`src/rtl/mole_pkg.sv`:
```
`default_nettype none
// ============================================================================
//  Module      : mole_pkg
//  Description : Shared types, default timing constants and the hole-index
//                width helper for the whack-a-mole round controller.
//  Revision    : 1.0 - initial release
// ============================================================================
package mole_pkg;

  // Round-controller states
  typedef enum logic [1:0] {
    ST_IDLE = 2'd0,
    ST_GAP  = 2'd1,
    ST_UP   = 2'd2,
    ST_DONE = 2'd3
  } state_t;

  // Default game parameters
  localparam int C_N_HOLES    = 16;
  localparam int C_UP_CYCLES  = 8;
  localparam int C_GAP_CYCLES = 4;
  localparam int C_ROUNDS     = 20;
  localparam int C_SCORE_W    = 8;

  // Phase timer width; comfortably covers any practical window length
  localparam int C_TMR_W      = 16;

  // Width of the random input from the upstream generator
  localparam int C_RAND_W     = 5;

  // Number of bits needed to index n holes (n is a power of two, <= 32)
  function automatic int hole_w(input int n);
    int w;
    w = 0;
    for (int i = 0; i < 6; i++) begin
      if ((1 << i) < n) w = i + 1;
    end
    return w;
  endfunction

endpackage : mole_pkg
`default_nettype wire

```
`src/rtl/btn_edge.sv`:
```
`default_nettype none
// ============================================================================
//  Module      : btn_edge
//  Description : N-bit rising-edge detector. Registers the button levels and
//                flags bits that are high now but were low last cycle, so a
//                held button yields a single press.
//  Revision    : 1.0 - initial release
// ============================================================================
module btn_edge #(
  parameter int WIDTH = 16
) (
  input  logic             clk,
  input  logic             rst,
  input  logic [WIDTH-1:0] btn,
  output logic [WIDTH-1:0] press
);

  logic [WIDTH-1:0] r_btn_q;

  // Button history, cleared by the synchronous reset
  always_ff @(posedge clk) begin
    if (rst) begin
      r_btn_q <= '0;
    end else begin
      r_btn_q <= btn;
    end
  end

  assign press = btn & ~r_btn_q;

endmodule : btn_edge
`default_nettype wire

```
`src/rtl/mole_ctrl.sv`:
```
`default_nettype none
// ============================================================================
//  Module      : mole_ctrl
//  Description : Whack-a-mole round controller. Picks a hole from the random
//                source, holds the mole up for a fixed window, scores hits,
//                flags misses and ends the game after a fixed round count.
//                Optional build macro MOLE_MISS_PENALTY_EN: a press on an
//                unlit hole during UP (with no correct press) costs a point.
//  Revision    : 1.0 - initial release
// ============================================================================
module mole_ctrl
  import mole_pkg::*;
#(
  parameter int N_HOLES    = C_N_HOLES,
  parameter int UP_CYCLES  = C_UP_CYCLES,
  parameter int GAP_CYCLES = C_GAP_CYCLES,
  parameter int ROUNDS     = C_ROUNDS,
  parameter int SCORE_W    = C_SCORE_W
) (
  input  logic                clk,
  input  logic                rst,
  // "rand" is a reserved word in SystemVerilog, hence the suffix
  input  logic [C_RAND_W-1:0] rand_val,
  input  logic                start,
  input  logic [N_HOLES-1:0]  btn,
  output logic [N_HOLES-1:0]  mole,
  output logic [SCORE_W-1:0]  score,
  output logic [7:0]          round_cnt,
  output logic                busy,
  output logic                hit,
  output logic                miss,
  output logic                done
);

  localparam int HOLE_W = hole_w(N_HOLES);

  localparam logic [C_TMR_W-1:0]  c_up_load   = C_TMR_W'(UP_CYCLES - 1);
  localparam logic [C_TMR_W-1:0]  c_gap_load  = C_TMR_W'(GAP_CYCLES - 1);
  localparam logic [C_RAND_W-1:0] c_hole_mask = C_RAND_W'(N_HOLES - 1);
  localparam logic [7:0]          c_rounds    = 8'(ROUNDS);
  localparam logic [SCORE_W-1:0]  c_score_max = '1;

  // Registered state
  state_t               r_state;
  logic [C_TMR_W-1:0]   r_timer;
  logic [N_HOLES-1:0]   r_mole;
  logic [SCORE_W-1:0]   r_score;
  logic [7:0]           r_round;
  logic                 r_busy;
  logic                 r_hit;
  logic                 r_miss;
  logic                 r_done;
  logic [C_RAND_W-1:0]  r_prev_hole;

  // Next-state values
  state_t               w_state_n;
  logic [C_TMR_W-1:0]   w_timer_n;
  logic [N_HOLES-1:0]   w_mole_n;
  logic [SCORE_W-1:0]   w_score_n;
  logic [7:0]           w_round_n;
  logic                 w_busy_n;
  logic                 w_hit_n;
  logic                 w_miss_n;
  logic                 w_done_n;
  logic [C_RAND_W-1:0]  w_prev_hole_n;
  logic                 w_end_round;

  // Press detection and hole selection
  logic [N_HOLES-1:0]   w_press;
  logic [C_RAND_W-1:0]  w_hole_raw;
  logic [C_RAND_W-1:0]  w_hole_alt;
  logic [C_RAND_W-1:0]  w_hole_sel;
  logic [N_HOLES-1:0]   w_mole_sel;
  logic                 w_hit_now;
  logic                 w_timer_zero;

  btn_edge #(
    .WIDTH (N_HOLES)
  ) u_btn_edge (
    .clk   (clk),
    .rst   (rst),
    .btn   (btn),
    .press (w_press)
  );

  // Hole index kept in the full random width and masked, so any hole count
  // up to 32 needs no separate slicing path; repeat of the previous hole
  // bumps to the next hole, wrapping at N_HOLES.
  assign w_hole_raw   = rand_val & c_hole_mask;
  assign w_hole_alt   = (w_hole_raw + C_RAND_W'(1)) & c_hole_mask;
  assign w_hole_sel   = (w_hole_raw == r_prev_hole) ? w_hole_alt : w_hole_raw;
  assign w_mole_sel   = N_HOLES'(1) << w_hole_sel;
  assign w_hit_now    = |(w_press & r_mole);
  assign w_timer_zero = (r_timer == '0);

  // State, timer, outputs and history registers
  always_ff @(posedge clk) begin
    if (rst) begin
      r_state     <= ST_IDLE;
      r_timer     <= '0;
      r_mole      <= '0;
      r_score     <= '0;
      r_round     <= '0;
      r_busy      <= 1'b0;
      r_hit       <= 1'b0;
      r_miss      <= 1'b0;
      r_done      <= 1'b0;
      r_prev_hole <= '0;
    end else begin
      r_state     <= w_state_n;
      r_timer     <= w_timer_n;
      r_mole      <= w_mole_n;
      r_score     <= w_score_n;
      r_round     <= w_round_n;
      r_busy      <= w_busy_n;
      r_hit       <= w_hit_n;
      r_miss      <= w_miss_n;
      r_done      <= w_done_n;
      r_prev_hole <= w_prev_hole_n;
    end
  end

  // Next-state, timer and scoring decisions
  always_comb begin
    w_state_n     = r_state;
    w_timer_n     = r_timer;
    w_mole_n      = r_mole;
    w_score_n     = r_score;
    w_round_n     = r_round;
    w_busy_n      = r_busy;
    w_hit_n       = 1'b0;
    w_miss_n      = 1'b0;
    w_done_n      = 1'b0;
    w_prev_hole_n = r_prev_hole;
    w_end_round   = 1'b0;

    case (r_state)
      ST_IDLE: begin
        if (start) begin
          w_score_n = '0;
          w_round_n = '0;
          w_busy_n  = 1'b1;
          w_timer_n = c_gap_load;
          w_state_n = ST_GAP;
        end
      end

      ST_GAP: begin
        if (w_timer_zero) begin
          w_mole_n      = w_mole_sel;
          w_round_n     = r_round + 8'd1;
          w_prev_hole_n = w_hole_sel;
          w_timer_n     = c_up_load;
          w_state_n     = ST_UP;
        end else begin
          w_timer_n = r_timer - C_TMR_W'(1);
        end
      end

      ST_UP: begin
        if (w_hit_now) begin
          // A correct press wins over expiry and over any wrong presses
          w_hit_n     = 1'b1;
          w_mole_n    = '0;
          w_end_round = 1'b1;
          if (r_score != c_score_max) begin
            w_score_n = r_score + SCORE_W'(1);
          end
        end else begin
`ifdef MOLE_MISS_PENALTY_EN
          if (|(w_press & ~r_mole) && (r_score != '0)) begin
            w_score_n = r_score - SCORE_W'(1);
          end
`endif
          if (w_timer_zero) begin
            w_miss_n    = 1'b1;
            w_mole_n    = '0;
            w_end_round = 1'b1;
          end else begin
            w_timer_n = r_timer - C_TMR_W'(1);
          end
        end
      end

      ST_DONE: begin
        w_done_n  = 1'b1;
        w_busy_n  = 1'b0;
        w_state_n = ST_IDLE;
      end

      default: begin
        w_state_n = ST_IDLE;
      end
    endcase

    // round_cnt already counts the mole just retired
    if (w_end_round) begin
      if (r_round == c_rounds) begin
        w_state_n = ST_DONE;
      end else begin
        w_timer_n = c_gap_load;
        w_state_n = ST_GAP;
      end
    end
  end

  assign mole      = r_mole;
  assign score     = r_score;
  assign round_cnt = r_round;
  assign busy      = r_busy;
  assign hit       = r_hit;
  assign miss      = r_miss;
  assign done      = r_done;

endmodule : mole_ctrl
`default_nettype wire
```
`config.mk`:
```
export PLATFORM = sky130hd
export DESIGN_NAME = mole_ctrl
export DESIGN_NICKNAME = d
export VERILOG_FILES = /design/src/rtl/mole_pkg.sv /design/src/rtl/btn_edge.sv /design/src/rtl/mole_ctrl.sv
export SDC_FILE = /design/constraint.sdc
export NUM_CORES = 1
export LEC_CHECK = 0
export ABC_AREA = 1
export CELL_PAD_IN_SITES_DETAIL_PLACEMENT = 1
export CELL_PAD_IN_SITES_GLOBAL_PLACEMENT = 1
export CORE_MARGIN = 2
export CORE_UTILIZATION = 42
export DETAILED_ROUTE_END_ITERATION = 16
export PLACE_DENSITY_LB_ADDON = 0.15
export SLEW_MARGIN = 0
export SYNTH_ARGS = -nofsm -noshare
export SYNTH_HDL_FRONTEND = slang
export SYNTH_HIERARCHICAL = 1
export SYNTH_SLANG_ARGS = --single-unit
```
`constraint.sdc`:
```
create_clock -name clk -period 4.5 [get_ports clk]
set_input_delay 0.9 -clock clk [delete_from_list [all_inputs] [get_ports clk]]
set_output_delay 0.9 -clock clk [all_outputs]
set_load 0.02 [all_outputs]
```
* Yosys cells after proc, flatten, opt, wreduce, memory -nomap -nowiden
Cells that the tools add are included.
Operators by class: $add $sub $neg 4, equality and inequality tests 13, shift-type cells 1, multiplexer cells 30, bitwise gates (word level) 4, reductions and logical operators 16
Operator list (count):
- 2-to-1 mux 16 bit | 9
- one-hot mux 16 bit (3 select lines) | 1
- bitwise AND 16 bit | 2
- 2-to-1 mux 8 bit | 4
- one-hot mux 16 bit (2 select lines) | 1
- one-hot mux 8 bit (2 select lines) | 2
- OR reduction 18 bit | 1
- adder 8 x 1 -> 8 bit (second input constant) | 2
- logical NOT 16 bit | 1
- NOT 16 bit | 1
- OR reduction 16 bit | 1
- left shift 1 x 4 -> 16 bit (first input constant) | 1
- subtractor 16 x 1 -> 16 bit (second input constant) | 1
- != test 3 bit (second input constant) | 3
- AND reduction 3 bit | 3
- equality test 8 x 5 -> 1 bit (second input constant) | 1
- 2-to-1 mux 2 bit | 4
- != test 2 bit (second input constant) | 4
- != test 8 bit (second input constant) | 1
- nonzero test 2 bit | 4
- 2-to-1 mux 1 bit | 6
- one-hot mux 2 bit (3 select lines) | 1
- equality test 4 x 5 -> 1 bit | 1
- adder 4 x 1 -> 4 bit (second input constant) | 1
- 10 further kinds | 12
Storage, ports and cells: register bits after elaboration 75, input bits 24, output and inout port bits 36, word-level logic and storage cells 79

* Logic depth before layout (Yosys ltp)
Gate-level depths: netlist (run 1).
word-level depth 8, gate-level depth with buffers 14, mapped depth without buffers 14

* Hierarchy
The synthesis (run 1) kept the hierarchy.
By module, submodules not included:
- mole_ctrl | times used 1, cells each 556, area an instance 3602.2 sq um, seq. area each 1161.1 sq um
- btn_edge | times used 1, cells each 66, area an instance 556.8 sq um, seq. area each 320.3 sq um

* Least setup slack after synthesis (run 1)
No wires, ideal clock.
path kind input to register, from input port btn[14], to register r_score[3], in the netlist score[3], library setup time 70 ps, arrival 2018 ps, data required time 4430 ps, path slack 2412 ps, stages on the path 14, path buffers 1, cells stage by stage inv_1 -> nor2_1 -> nand2_1 -> nand2_1 -> nor2_1 -> nand2_1 -> nor2_2 -> buf_4 -> nand2_1 -> nand3_2 -> inv_2 -> nand2_1 -> nand2_1 -> a21oi_1
On the way: longest elaborated chain between the ends 5
Ends and longest elaborated chain:
- start: declaration | RTL line mole_ctrl.sv:25 | input logic [N_HOLES-1:0] btn,
- bitwise AND 16 bit | RTL line btn_edge.sv:29 | assign press = btn & ~r_btn_q;
- named net w_press[14] | RTL line mole_ctrl.sv:69 | logic [N_HOLES-1:0] w_press;
- bitwise AND 16 bit | RTL line mole_ctrl.sv:93 | assign w_hit_now = |(w_press & r_mole);
- OR reduction 16 bit | RTL line mole_ctrl.sv:93
- != test 2 bit (no source line)
- AND reduction 4 bit (no source line)
- end signal: assignment | RTL line mole_ctrl.sv:113 | r_score <= w_score_n;
- end: declaration | RTL line mole_ctrl.sv:47 | logic [SCORE_W-1:0] r_score;
The timed path passes the listed nets, and every way through them passes these cells. A chain may end at the register's enable or synchronous reset.

* Worst setup path after layout (run 1)
from input port btn[14], to register r_timer[9]
On the way: longest elaborated chain between the ends 7, elaborated cells on any way between the ends 9, those cells by class mux (6); bitwise (2); reduce/logical (1)
Ends and longest elaborated chain:
- bitwise AND 16 bit (*) | RTL line btn_edge.sv:29
- named net w_press[14] | RTL line mole_ctrl.sv:69
- bitwise AND 16 bit (*) | RTL line mole_ctrl.sv:93
- OR reduction 16 bit (*) | RTL line mole_ctrl.sv:93
- 2-to-1 mux 16 bit | RTL line mole_ctrl.sv:161 | if (w_hit_now) begin
- one-hot mux 16 bit (3 select lines) | RTL line mole_ctrl.sv:137 | case (r_state)
- 2-to-1 mux 16 bit | RTL line mole_ctrl.sv:198 | if (r_round == c_rounds) begin
- 2-to-1 mux 16 bit (*) | RTL line mole_ctrl.sv:197 | if (w_end_round) begin
- end signal: assignment | RTL line mole_ctrl.sv:111 | r_timer <= w_timer_n;
- end: declaration | RTL line mole_ctrl.sv:45 | logic [C_TMR_W-1:0] r_timer;
Mark *: on every way through the listed nets, which the timed path passes. The rest lies on a longest branch.

==> qor_table.md, run 1 <==
| Metric | Reported | Unit |
| --- | --- | --- |
| Transition at the pin with the smallest max-transition slack | 0.996 | ns |
| Path class of the lowest-slack min-delay path | reg2reg | - |
| Seq/Total Area, Yosys | 0.356 | - |
| Minimum period implied by the final worst setup slack | 2.94 | ns |
| GRT Overall Usage | 0.233 | - |
| Worst path max stage delay | 0.48 | ns |
| Number of setup violations in the final report | 0 | - |
| Multiplexer share of the synthesized area | 0 | - |
| Routed Antenna Nets | 0 | - |
| Global-route wire length before repair | 20.8 | mm |
| Launching point of the worst reg2reg path | r_state[1] | - |
| Pin count of the biggest net entering global routing | 47 | - |
| CP max-delay cell | sky130_fd_sc_hd__nor2_2 | - |
| Post-layout instance count excluding filler cells | 818 | - |
| Fraction of layout instances using a drive strength above 1 | 0.131 | - |
| RSZ-0062 raised after global routing | no | - |
| Post-route fraction of the period consumed by the critical path | 0.653 | - |
| Maxcap violations | 0 | - |
| Post-Syn Instances | 622 | - |
| Number of remaining DRC errors | 0 | - |
| Most numerous cell on the critical path | sky130_fd_sc_hd__nand2_1 | - |
| Die Span Y | 104 | µm |
| Count of endpoints failing hold in the final timing report | 0 | - |
| Final #Nets | 710 | - |
| Count of hold buffers inserted by post-cts repair | 0 | - |
| Largest buffer count on any clock path | 2 | - |
| Arr. time, crit path | 3.24 | ns |
| Final weighted congestion in routability-driven placement | 0.844 | - |
| Critical path endpoint | r_timer[9] | - |
| Leading cell type in the layout, fill and taps excluded | sky130_fd_sc_hd__nand2_1 | - |
| Die extent in x | 104 | µm |
| Count of different cell masters after synthesis | 35 | - |
| Insertion delay to the later sink of the worst-skew pair | 0.36 | ns |
| Filler cell count in the final layout | 1282 | - |
| Placed insts | 802 | - |
| Worst reg2reg path depth | 8 | - |
| Core region area | 9680 | µm² |
| GRT overflow | 0 | - |
| Number of buffers added on ports | 58 | - |
| Leak Pwr | 2.22 | nW |
| Die Outline Area | 10700 | µm² |
| Critical path required time | 4.80 | ns |
| Simple logic cell fraction of the synthesized area | 0.422 | - |
| Fin. max-slew vios | 0 | - |
| Max Fclk | 340 | MHz |
| Drt initial violations | 181 | - |
| First-pass DRT Iterations | 4 | - |
| Worst slew slack as a fraction of its limit | 0.336 | - |
| Yosys top cell by area | sky130_fd_sc_hd__dfxtp_1 | - |
| HPWL after detailed placement | 8.93 | mm |
| Outcome | finished clean | - |
| Clock buffers created by TritonCTS | 9 | - |
| Vias/cell | 5.04 | - |
| Xor and xnor area share after synthesis | 0.0253 | - |
| Setup Buffers After CTS | 0 | - |
| Placement Rows | 36 | - |
| Crit Path Class | in2reg | - |
| Starting density of the core | 0.429 | - |
| Post-Layout Inst Area | 4990 | µm² |
| Synthesized-area fraction occupied by ao, oa, aoi and oai cells | 0.0839 | - |
| Crit path launch type | input pin | - |
| Power Total | 3.42 | mW |
| Area fraction of the dominant cell type after synthesis | 0.356 | - |
| Diode insertion count for antenna repair | 0 | - |
| Clock-pin transition on the worst setup and hold timing paths | 0.08 | ns |
| Post-Place Cell Area | 4810 | µm² |
| Initial antenna violation count | 0 | - |
| Count of state elements after synthesis | 74 | - |
| Most used cells in the layout excluding fill and tap cells | sky130_fd_sc_hd__nand2_1, sky130_fd_sc_hd__nor2_1, sky130_fd_sc_hd__dfxtp_1 | - |
| Clock tree from TritonCTS | yes | - |
| Root Buffer Master | sky130_fd_sc_hd__clkbuf_8 | - |
| Count of synthesis-stage warnings from yosys | 6 | - |
| Wire length after detailed routing | 11.9 | mm |
| Sinks on Clock Net | 74 | - |
| Critical register-to-register path endpoint | mole[6] | - |
| Post-synthesis adder-cell area fraction | 0.0181 | - |
| Leading cell types by total area after synthesis | sky130_fd_sc_hd__dfxtp_1, sky130_fd_sc_hd__nand2_1, sky130_fd_sc_hd__nand3_1 | - |
| Vias in the first global route | 4338 | - |
| Areal power density over the cells | 684 | nW/µm² |
| Critical Path Start | btn[14] | - |
| Maximum fanout encountered on the critical timing path | 14 | - |
| Number of gates resized after cts | 0 | - |
| Total Negative Setup Slacks | 0 | ns |
| Main combinational cell family by area after synthesis | simple AND/OR/NAND/NOR gates | - |
| Setup skew after layout | 0.00724 | ns |
| Post-Synthesis Net Count | 652 | - |
| Number of H-tree levels | 3 | - |
| Worst IR drop on VDD | 0.000322 | V |
| Area growth syn-to-layout | 20.1 | % |
| Register-to-register path setup slack | 2.23 | ns |
| Crit path cell chain | clkdlybuf4s50_1 -> inv_1 -> nor2_1 -> nand2_1 -> nand2_1 -> nor2_1 -> nand2_1 -> nor2_2 -> nand2_2 -> nand3b_2 -> nand2_1 -> inv_2 -> nand2_1 -> nor2_1 | - |
| Top-level port count | 60 | - |
| Critical Path End Type | flop | - |
| Average cell area after synthesis | 6.69 | µm² |
| Routed wire per std cell | 14.6 | µm |
| Post-synthesis cell area | 4160 | µm² |
| Total vias in the final route | 4125 | - |
critical path: cells and delay by family:
family	cells	cell delay (ns)
buf+inv	3	0.75
simple gates	11	1.57
cell usage after synthesis:
| cell | n |
|---|---|
| sky130_fd_sc_hd__a21oi_1 | 40 |
| sky130_fd_sc_hd__a21oi_4 | 1 |
| sky130_fd_sc_hd__a22oi_1 | 1 |
| sky130_fd_sc_hd__buf_12 | 1 |
| sky130_fd_sc_hd__buf_2 | 2 |
| sky130_fd_sc_hd__buf_4 | 3 |
| sky130_fd_sc_hd__buf_6 | 2 |
| sky130_fd_sc_hd__clkbuf_1 | 3 |
| sky130_fd_sc_hd__clkinv_1 | 2 |
| sky130_fd_sc_hd__dfxtp_1 | 74 |
| sky130_fd_sc_hd__ha_1 | 6 |
| sky130_fd_sc_hd__inv_1 | 58 |
| sky130_fd_sc_hd__inv_2 | 22 |
| sky130_fd_sc_hd__nand2_1 | 168 |
| sky130_fd_sc_hd__nand2_2 | 12 |
| sky130_fd_sc_hd__nand2_4 | 5 |
| sky130_fd_sc_hd__nand3_1 | 59 |
| sky130_fd_sc_hd__nand3_2 | 3 |
| sky130_fd_sc_hd__nand3b_1 | 2 |
| sky130_fd_sc_hd__nand3b_2 | 1 |
| sky130_fd_sc_hd__nand4_1 | 18 |
| sky130_fd_sc_hd__nor2_1 | 74 |
| sky130_fd_sc_hd__nor2_2 | 19 |
| sky130_fd_sc_hd__nor2_4 | 8 |
| sky130_fd_sc_hd__nor2_8 | 1 |
| sky130_fd_sc_hd__nor3_1 | 3 |
| sky130_fd_sc_hd__nor4_1 | 1 |
| sky130_fd_sc_hd__o211ai_1 | 1 |
| sky130_fd_sc_hd__o21ai_0 | 15 |
| sky130_fd_sc_hd__o21ai_1 | 2 |
| sky130_fd_sc_hd__o21ai_2 | 1 |
| sky130_fd_sc_hd__o21ai_4 | 1 |
| sky130_fd_sc_hd__o21bai_1 | 1 |
| sky130_fd_sc_hd__xnor2_1 | 2 |
| sky130_fd_sc_hd__xor2_1 | 10 |
area by class of cell:
cell class	instances	area, µm²	share of cell area
multi-input cells	455	2280	0.457
flip-flops and latches	74	1480	0.297
repair buffers	58	576	0.115
inverters	82	308	0.0616
well taps	133	166	0.0333
clock buffers	11	141	0.0283
clock inverters	5	37.5	0.00752
stage by stage:
step	utilization	setup slack, ns	hold slack [ns]
after global placement	0.497	1.27	0.453
after floorplan	-	2.41	0.525
final	0.516	1.56	0.477
after detailed placement	0.497	1.15	0.469
after global routing	0.516	1.32	0.508
after CTS	0.516	1.52	0.480
how the worst min path moves through the flow:
| stage | endpoint | slack (ns) | startpoint | cells past startpoint |
|---|---|---|---|---|
| 3_5_place_dp | busy | 0.47 | busy | 2 |
| 5_1_grt | busy | 0.51 | busy | 2 |
| 4_1_cts | busy | 0.48 | busy | 2 |
| 2_1_floorplan | r_prev_hole[3] | 0.53 | r_prev_hole[3] | 2 |
| 3_3_place_gp | busy | 0.45 | busy | 2 |
| 6_report | busy | 0.48 | busy | 2 |
power breakdown:
group	internal (mW)	total, mW	switching [mW]
sequential	0.770	0.899	0.129
clock	0.217	0.490	0.272
combinational	0.619	2.03	1.41
total	1.61	3.42	1.81
sequential cells by signal, indices dropped and copies added, names as in the netlist:
name and cells:
r_prev_hole 4, r_timer 16, hit 1, done 1, round_cnt 8, u_btn_edge/r_btn_q 16
mole 16, r_state 2, miss 1, score 8, busy 1
per-layer routing:
metal,vias to the layer above,GRT usage,part of all wire
met5,-,0,0
met3,18,0.0403,0.030
met4,0,0.0714,0.017
met2,63,0.392,0.47
li1,2092,-,-
met1,1952,0.306,0.48
kinds of logic (layout without fill, tap and decap cells):
group,Yosys count,in the layout
AO/OA/AOI/OAI,63,63
XOR/XNOR,12,12
adder cells (fa/ha/maj),6,6
buffers and inverters,93,156
flip-flops,74,74
AND/OR/NAND/NOR,374,374
Power figures use the tool's default switching activity.
==> run 2, diff against run 1 <==
CORE_UTILIZATION = 39   (was 42)
clock period = 2.8 ns   (was 4.5 ns; I/O delays follow)
==> qor_table.md, run 2 (same netlist as run 1, synthesis figures left out) <==
| Metric | Reported | Unit | vs previous |
| --- | --- | --- | --- |
| Drt initial violations | 133 | - | -27% |
| Minimum hold slack | 0.481 | ns | +0.00415 ns |
| Setup Buffers After CTS | 0 | - | unchanged |
| Insertion delay to the later sink of the worst-skew pair | 0.35 | ns | about the same |
| Final worst setup slack | 0.555 | ns | -1.01 ns |
| Fin. max-slew vios | 0 | - | unchanged |
| Worst IR drop on VDD | 0.000490 | V | +52% |
| Final weighted congestion in routability-driven placement | 0.886 | - | +5.0% |
| Vias/cell | 5.07 | - | +0.52% |
| Crit path launch type | input pin | - |  |
| GRT Overall Usage | 0.222 | - | -0.0110 |
| Worst path buffer plus inverter count | 3 | - | unchanged |
| Part of the power in registers | 0.254 | - | -0.009 |
| Most used cells in the layout excluding fill and tap cells | sky130_fd_sc_hd__nand2_1, sky130_fd_sc_hd__nor2_1, sky130_fd_sc_hd__dfxtp_1 | - |  |
| Routed Antenna Nets | 0 | - | unchanged |
| Maxcap violations | 0 | - | unchanged |
| Worst slew slack as a fraction of its limit | 0.686 | - | +0.350 |
| Global-route wire length before repair | 20.6 | mm | -1.1% |
| Outcome | finished clean | - |  |
| Switching Power | 2.90 | mW | +60% |
| Largest buffer count on any clock path | 2 | - | unchanged |
| Top-level port count | 60 | - | unchanged |
| Die Span Y | 107 | µm | +3.6% |
| Sinks on Clock Net | 74 | - | unchanged |
| Vias in the first global route | 4473 | - | +3.1% |
| Crit path cell chain | clkdlybuf4s50_1 -> inv_2 -> nor2_1 -> nand2_1 -> nand2_1 -> nor2_1 -> nand2_1 -> nor2_2 -> nand2_2 -> nand3b_2 -> nand2_1 -> inv_2 -> nand2_1 -> nor2_1 | - |  |
| Clock buffers created by TritonCTS | 9 | - | unchanged |
| Path class of the lowest-slack min-delay path | reg2reg | - |  |
| RSZ-0062 raised after global routing | no | - |  |
| Post-layout instance count excluding filler cells | 825 | - | +0.86% |
| Post-Route Utilization | 0.492 | - | -0.0232 |
| Area growth syn-to-layout | 22.2 | % |  |
| Max Fclk | 445 | MHz |  |
| Count of hold buffers inserted by post-cts repair | 0 | - | unchanged |
| Delay-heaviest family, CP | simple AND/OR/NAND/NOR gates | - |  |
| Number of setup violations in the final report | 0 | - | unchanged |
| Maximum fanout encountered on the critical timing path | 14 | - | unchanged |
| Post-Layout Inst Area | 5080 | µm² | +1.8% |
| Diode insertion count for antenna repair | 0 | - | unchanged |
| HPWL after detailed placement | 9.16 | mm | +2.6% |
| Switching share of total power | 0.509 | - | -0.0203 |
| Number of gates resized after cts | 0 | - | unchanged |
| Number of H-tree levels | 3 | - | unchanged |
| Minimum setup slack after placement | 0.183 | ns | -0.971 ns |
| Power Total | 5.69 | mW | +66% |
| Number of remaining DRC errors | 0 | - | unchanged |
| Critical Path End Type | flop | - |  |
| Post-Place Cell Area | 4850 | µm² | +0.70% |
| GRT overflow | 0 | - | unchanged |
| Die extent in x | 107 | µm | +3.6% |
| Logic gate share of total power | 0.573 | - | -0.020 |
| Wire length after detailed routing | 11.9 | mm | +0.12% |
| Leading cell type in the layout, fill and taps excluded | sky130_fd_sc_hd__nand2_1 | - |  |
| Clock power share | 0.172 | - | +0.029 |
| Clock-pin transition on the worst setup and hold timing paths | 0.08 | ns | about the same |
| Worst path max stage delay | 0.42 | ns | -0.06 ns |
| Internal cell power | 2.79 | mW | +74% |
| Pin count of the biggest net entering global routing | 32 | - | -32% |
| Clock tree from TritonCTS | yes | - |  |
| Post-route fraction of the period consumed by the critical path | 0.802 | - |  |
| Die Outline Area | 11500 | µm² | +7.4% |
| Setup skew after layout | 0.00753 | ns | +0.000289 ns |
| Routed wire per std cell | 14.5 | µm | -0.73% |
| Placement Rows | 37 | - | +2.8% |
| Core region area | 10300 | µm² | +6.6% |
| Crit Path Class | in2reg | - |  |
| Starting density of the core | 0.403 | - | -0.0266 |
| Total Negative Setup Slacks | 0 | ns | unchanged |
| Areal power density over the cells | 1120 | nW/µm² | +63% |
| Filler cell count in the final layout | 1388 | - | +8.3% |
| Minimum period implied by the final worst setup slack | 2.24 | ns |  |
| Root Buffer Master | sky130_fd_sc_hd__clkbuf_8 | - |  |
| Count of endpoints failing hold in the final timing report | 0 | - | unchanged |
| Most numerous cell on the critical path | sky130_fd_sc_hd__nand2_1 | - |  |
| Number of buffers added on ports | 58 | - | unchanged |
| Final #Nets | 714 | - | +0.56% |
| Leak Pwr | 2.27 | nW | +2.3% |
| Placed insts | 809 | - | +0.87% |
| Fraction of layout instances using a drive strength above 1 | 0.138 | - | +0.00649 |
| Arr. time, crit path | 2.54 | ns | -0.70 ns |
| CP max-delay cell | sky130_fd_sc_hd__clkdlybuf4s50_1 | - |  |
| Critical path required time | 3.09 | ns | -1.71 ns |
| Transition at the pin with the smallest max-transition slack | 0.466 | ns | -0.530 ns |
| Total vias in the final route | 4182 | - | +1.4% |
| First-pass DRT Iterations | 4 | - | unchanged |
| Initial antenna violation count | 0 | - | unchanged |
==> run 2: cell type report <==
type	count	area, µm²	area share
sequential	74	1480	0.291
timing repair buffer	62	606	0.119
clock inverter	6	97.6	0.0192
clock buffer	10	138	0.0271
tap	136	170	0.0335
inverter	82	308	0.0605
multi-input combinational	455	2280	0.449
==> run 2: worst min-delay path, delay by kind of cell, from the launching register on <==
family / cells / cell delay, ns
compound gates: 1 / 0.06
simple gates: 1 / 0.06
flops: 1 / 0.32
==> run 2: power by group through the flow <==
stage / Sequential, mW / Clock [mW] / Combinational [mW]
floorplan: 1.44 / 0 / 2.49
global placement: 1.46 / 0 / 3.11
detailed placement: 1.47 / 0 / 3.26
CTS: 1.44 / 1.01 / 3.28
global route: 1.48 / 1.06 / 3.72
finish: 1.45 / 0.979 / 3.26
==> run 2: final timing paths <==
path	startpoint	end	slack, ns	cells past startpoint
setup / recovery	btn[8]	r_timer[11]	0.56	14
hold / removal	busy	busy	0.48	2
setup reg to reg	r_timer[0]	r_timer[0]	0.64	14
hold reg to reg	busy	busy	0.48	2
==> run 2: routing by layer <==
| metal | vias up | track usage | share of wire |
|---|---|---|---|
| met3 | 10 | 0.0424 | 0.031 |
| met5 | - | 0 | 0 |
| met2 | 67 | 0.387 | 0.50 |
| met1 | 2011 | 0.280 | 0.46 |
| li1 | 2094 | - | - |
| met4 | 0 | 0.0584 | 0.010 |
